**src/rtl/dmem_cache.sv**
```systemverilog
// Direct-mapped write-back, write-allocate data cache for the MEM stage.
// Fills and evicts whole 128-bit lines over a request/busywait memory port.
module dmem_cache #(
    parameter int LINES = 8
) (
    input  logic         CLK,
    input  logic         RESET,
    input  logic [31:0]  ADDRESS,
    input  logic [31:0]  WRITEDATA,
    input  logic [3:0]   READ_WRITE,
    output logic [31:0]  READDATA,
    output logic         BUSYWAIT,
    output logic         MEM_READ,
    output logic         MEM_WRITE,
    output logic [27:0]  MEM_ADDRESS,
    output logic [127:0] MEM_WRITEDATA,
    input  logic [127:0] MEM_READDATA,
    input  logic         MEM_BUSYWAIT
);

    localparam int IDXW = $clog2(LINES);
    localparam int TAGW = 28 - IDXW;

    typedef enum logic [1:0] {IDLE, WRITEBACK, FETCH} state_t;

    state_t              state_q;
    logic [LINES-1:0]    valid_q;
    logic [LINES-1:0]    dirty_q;
    logic [TAGW-1:0]     tag_q  [LINES];
    logic [127:0]        data_q [LINES];
    logic                mem_read_q;
    logic                mem_write_q;
    logic [27:0]         mem_addr_q;
    logic [127:0]        mem_wdata_q;

    logic [IDXW-1:0]     idx;
    logic [TAGW-1:0]     tag;
    logic [1:0]          word;
    logic                rd;
    logic                wr;
    logic                acc;
    logic                hit;
    logic [3:0]          be;
    logic [31:0]         wd;
    logic [127:0]        line_d;

    assign idx  = ADDRESS[4 +: IDXW];
    assign tag  = ADDRESS[31 -: TAGW];
    assign word = ADDRESS[3:2];
    assign rd   = (READ_WRITE[3:2] == 2'b01);
    assign wr   = (READ_WRITE[3:2] == 2'b10);
    assign acc  = rd | wr;
    assign hit  = acc && valid_q[idx] && (tag_q[idx] == tag);

    assign BUSYWAIT      = (acc && !hit) || (state_q != IDLE);
    assign READDATA      = data_q[idx][word*32 +: 32];
    assign MEM_READ      = mem_read_q;
    assign MEM_WRITE     = mem_write_q;
    assign MEM_ADDRESS   = mem_addr_q;
    assign MEM_WRITEDATA = mem_wdata_q;

    // Replicate store data across lanes so the byte enables alone pick the slot.
    always_comb begin
        be = 4'b1111;
        wd = WRITEDATA;
        unique case (READ_WRITE[1:0])
            2'b00: begin
                be = 4'b0001 << ADDRESS[1:0];
                wd = {4{WRITEDATA[7:0]}};
            end
            2'b01: begin
                be = ADDRESS[1] ? 4'b1100 : 4'b0011;
                wd = {2{WRITEDATA[15:0]}};
            end
            default: ;
        endcase
        line_d = data_q[idx];
        for (int k = 0; k < 16; k++) begin
            if (be[k%4] && ((k / 4) == int'(word)))
                line_d[k*8 +: 8] = wd[(k%4)*8 +: 8];
        end
    end

    // Data array is never cleared; valid bits alone guard it.
    always_ff @(posedge CLK) begin
        if (!RESET) begin
            if (state_q == IDLE && wr && hit)
                data_q[idx] <= line_d;
            else if (state_q == FETCH && !MEM_BUSYWAIT)
                data_q[idx] <= MEM_READDATA;
        end
    end

    always_ff @(posedge CLK) begin
        if (RESET) begin
            state_q     <= IDLE;
            valid_q     <= '0;
            dirty_q     <= '0;
            mem_read_q  <= 1'b0;
            mem_write_q <= 1'b0;
            mem_addr_q  <= '0;
            mem_wdata_q <= '0;
        end else begin
            unique case (state_q)
                IDLE: begin
                    if (wr && hit) begin
                        dirty_q[idx] <= 1'b1;
                    end else if (acc && !hit) begin
                        if (valid_q[idx] && dirty_q[idx]) begin
                            state_q     <= WRITEBACK;
                            mem_write_q <= 1'b1;
                            mem_addr_q  <= {tag_q[idx], idx};
                            mem_wdata_q <= data_q[idx];
                        end else begin
                            state_q    <= FETCH;
                            mem_read_q <= 1'b1;
                            mem_addr_q <= ADDRESS[31:4];
                        end
                    end
                end
                WRITEBACK: begin
                    if (!MEM_BUSYWAIT) begin
                        state_q     <= FETCH;
                        mem_write_q <= 1'b0;
                        mem_read_q  <= 1'b1;
                        mem_addr_q  <= ADDRESS[31:4];
                    end
                end
                FETCH: begin
                    if (!MEM_BUSYWAIT) begin
                        state_q      <= IDLE;
                        mem_read_q   <= 1'b0;
                        valid_q[idx] <= 1'b1;
                        dirty_q[idx] <= 1'b0;
                        tag_q[idx]   <= tag;
                    end
                end
                default: state_q <= IDLE;
            endcase
        end
    end

endmodule

```
**config.mk**
```make
export PLATFORM = sky130hd
export DESIGN_NAME = dmem_cache
export DESIGN_NICKNAME = d
export VERILOG_FILES = /design/src/rtl/dmem_cache.sv
export SDC_FILE = /design/constraint.sdc
export NUM_CORES = 2
export LEC_CHECK = 0
export CAP_MARGIN = 0
export CORE_UTILIZATION = 53
export CTS_CLUSTER_DIAMETER = 120
export DETAILED_ROUTE_END_ITERATION = 7
export PLACE_DENSITY = 0.74
export SLEW_MARGIN = 20
export SYNTH_ARGS = -nofsm -noshare
export SYNTH_HDL_FRONTEND = slang
export SYNTH_SLANG_ARGS = --single-unit
```
**constraint.sdc**
```tcl
create_clock -name CLK -period 16.46 [get_ports CLK]
set_clock_uncertainty 0.1 [all_clocks]
set_input_delay 1.646 -clock CLK [delete_from_list [all_inputs] [get_ports CLK]]
set_output_delay 1.646 -clock CLK [all_outputs]
set_load 0.03 [all_outputs]
```
==> impl_metrics.py <==
metrics = {
    "detailed_routing": {
        "met3_length_um": 29410,
        "ant_nets": 0,
        "drt-vias-per-instance": 6.907,
        "drtIter0Drc": 6619,
        "firstDrtPassIters": 8,
        "wl_met1_um": 68190,
        "top_layer": "met5",
        "drcViolationCount": 0,
        "wl_um": 192400,
        "dr_wl_met2_um": 82600,
        "dr_total_vias": 39227,
        "wl_per_cell_um": 33.88,
    },
    "synthesis": {
        "ys_warn_count": 0,
        "synthArstFlopShare_pct": 0,
        "yosysUniqueCellTypes": 69,
        "synth_edf_count": 1224,
        "yosys_most_used_dff": "edfxtp_1",
        "postSynthCellCount": 3845,
        "syn_area_per_cell_um2": 14.78,
        "synth_area_um2": 56840,
        "syn_nets": 4045,
        "synth_top_area_cell": "edfxtp_1",
        "synth_top_area_share_pct": 64.66,
        "synth_seq_area_share_pct": 70.86,
        "synth.most_common_cell": "edfxtp_1",
        "synth_area_leaders": "edfxtp_1 (65%), dfxtp_1 (6.2%), mux2i_1 (4.1%), a22oi_1 (2.9%), a21oi_1 (2.4%)",
        "ys_ff_latch": 1400,
        "synth_commonest_cells": "edfxtp_1 (1,224), nor2_1 (272), a21oi_1 (269), mux2i_1 (231), a22oi_1 (218)",
    },
    "cts": {
        "worstSkewPairLatency_ns": 0.77,
        "cts_made_buffers": 138,
        "clk_path_buf_depth": 3,
        "postCtsSetupBuffers": 0,
        "hold_buffers": 0,
        "htree_levels": 4,
        "clock-sinks": 1400,
        "cts_root_buffer": "clkbuf_16",
        "cts_tree": "built",
        "clkTransAtPathRegs_ns": 0.05,
        "cts_resized": 0,
    },
    "global_route": {
        "grt_overflow_total": 0,
        "grt_pass1_vias": 37097,
        "grt_util_all_layers_pct": 34.95,
        "antenna_found_initial": 19,
        "grt_pass1_wl_um": 268600,
        "grt_start_max_net_pins": 130,
    },
    "finish": {
        "nFillCells": 7480,
        "areaGrowthSynthToFinish_pct": 17.64,
        "drive_gt1_share_pct": 13.48,
        "nNetsFinal": 4367,
    },
    "critical_path": {
        "cp_max_fo": 68,
        "r2r_slack_ns": 10.84,
        "crit_path_start": "ADDRESS[6]",
        "cp.arrival_ns": 7.24,
        "reg2reg_to": "data_q[6][75]",
        "crit_required_ns": 14.71,
        "path_class": "in -> out",
        "rr_startpoint": "tag_q[6][7]",
        "cp-end-kind": "output port",
        "crit_path_end": "BUSYWAIT",
        "worstSetupStartpointType": "primary input",
        "r2r_cells": 11,
    },
    "die": {
        "num_io_pins": 390,
        "rows": 119,
        "dieArea_um2": 108600,
        "die_y_um": 329.5,
        "die_w_um": 329.5,
        "core_area_um2": 105900,
        "start_util_pct": 53.70,
    },
    "sta": {
        "fmax_mhz": 111.3,
        "period_minus_slack_ns": 8.985,
        "worst_slack_ns": 7.475,
        "hold_viol_final": 0,
        "finalCritPeriodShare_pct": 54.59,
        "grt_setup_unrepaired": "false",
        "slew_headroom_pct": 14.94,
        "setup_viol": 0,
        "finalSetupTns_ns": 0,
        "maxSlewViolCount": 0,
        "worst_pin_slew_ns": 1.264,
    },
    "run_status": {
        "outcome": "completed",
    },
    "power": {
        "power_density_nw_per_um2": 118.0,
        "leakage_nw": 21.77,
        "peakVddDrop_mv": 0.09210,
    },
    "placed_design": {
        "io_buffer_count": 389,
        "preCtsSetupSlack_ns": 7.692,
        "gp_congestion": 0.9065,
        "place_hpwl_um": 117300,
    },
    "job": {
        "max-cap-violations": 0,
    },
    "hold_path": {
        "holdCritPathClass": "reg -> reg",
    },
}
## metrics by stage
stage | std cells | cell area (µm²) | total power (W) | utilization, % | hold WS, ns
after global routing | 5673 | 66860 | 0.008056 | 63.16 | 0.3772
after floorplan | 3845 | 56850 | 0.004425 | - | 0.3211
after global placement | 5417 | 62220 | 0.004731 | 58.78 | 0.3289
final | 5679 | 66870 | 0.007892 | 63.17 | 0.3544
after CTS | 5672 | 66830 | 0.007869 | 63.12 | 0.3546
after detailed placement | 5418 | 62240 | 0.004744 | 58.79 | 0.3408
## state kept, by name, summed over array words and instances, names as in the netlist, named ones only
signal         cells
MEM_WRITE          1
MEM_READ           1
state_q            2
MEM_ADDRESS       28
data_q          1024
valid_q            8
tag_q            200
MEM_WRITEDATA    128
## final cells by class
cell class                      instances  area (µm²)  share of cell area (%)
Sequential cell                      1400       40280                   60.23
Inverter                               20       77.57                  0.1160
Tap cell                             1391        1740                   2.603
Clock buffer                          199        4044                   6.047
Antenna cell                            7       17.52                 0.02619
Timing Repair Buffer                  494        4778                   7.145
Clock inverter                         55       544.3                  0.8139
Multi-Input combinational cell       2113       15390                   23.02
## layer usage
layer / vias to the layer above / track usage, %
met2: 3317 / 50.32
met3: 549 / 12.22
met5: - / 0
met1: 19315 / 46.51
met4: 24 / 19.14
li1: 16022 / -
## where the power goes
| part | switching [W] | total, W | internal (W) | leakage, nW |
|---|---|---|---|---|
| Sequential | 0.00000925 | 0.00397 | 0.00396 | 12.5 |
| Combinational | 0.000510 | 0.000732 | 0.000222 | 7.08 |
| Clock | 0.00133 | 0.00319 | 0.00187 | 2.24 |
| Total | 0.00185 | 0.00789 | 0.00604 | 21.8 |
## placed cells by master, fill, tap and decap left out, types with 48 or more instances in the layout
cell,n
clkbuf_16,147
nor2_1,262
dfxtp_1,176
mux2i_1,229
nor3_2,59
edfxtp_1,1224
o21ai_0,81
a21oi_1,269
nor4_1,82
nor3_1,65
nand2_1,93
buf_4,96
clkdlybuf4s50_1,383
a22oi_1,218
a221oi_1,94
mux2_2,88
a31oi_1,137
a22o_1,48
mux4_2,48
## cells by family (layout without fill, tap and decap cells)
group / Yosys count / after routing / synth area share, %
other cells: 0 / 7 / 0
buf+inv: 332 / 768 / 2.582
xor+xnor: 11 / 11 / 0.1695
compound gates: 987 / 987 / 11.86
flops: 1400 / 1400 / 70.86
simple gates: 746 / 746 / 6.773
mux: 368 / 368 / 7.733
fa+ha+maj: 1 / 1 / 0.02201
## worst min path at each step
stage,startpoint,to,cells after the start
after floorplan,valid_q[2],valid_q[2],1
after global placement,valid_q[6],valid_q[6],1
after detailed placement,valid_q[0],valid_q[0],1
after CTS,valid_q[0],valid_q[0],1
after global routing,valid_q[1],valid_q[1],1
final,valid_q[6],valid_q[6],1
## worst max-delay path: stages
cell and delay, ns:
buf_8 0.47, buf_4 0.88, buf_4 0.65, nor2b_1 0.14, a22oi_1 0.46, and3_1 0.25, o2111ai_1 0.19, nor4_2 0.39
and4_4 0.80, o21ai_0 0.48, clkdlybuf4s50_1 0.72
Power figures use the tool's default switching activity.
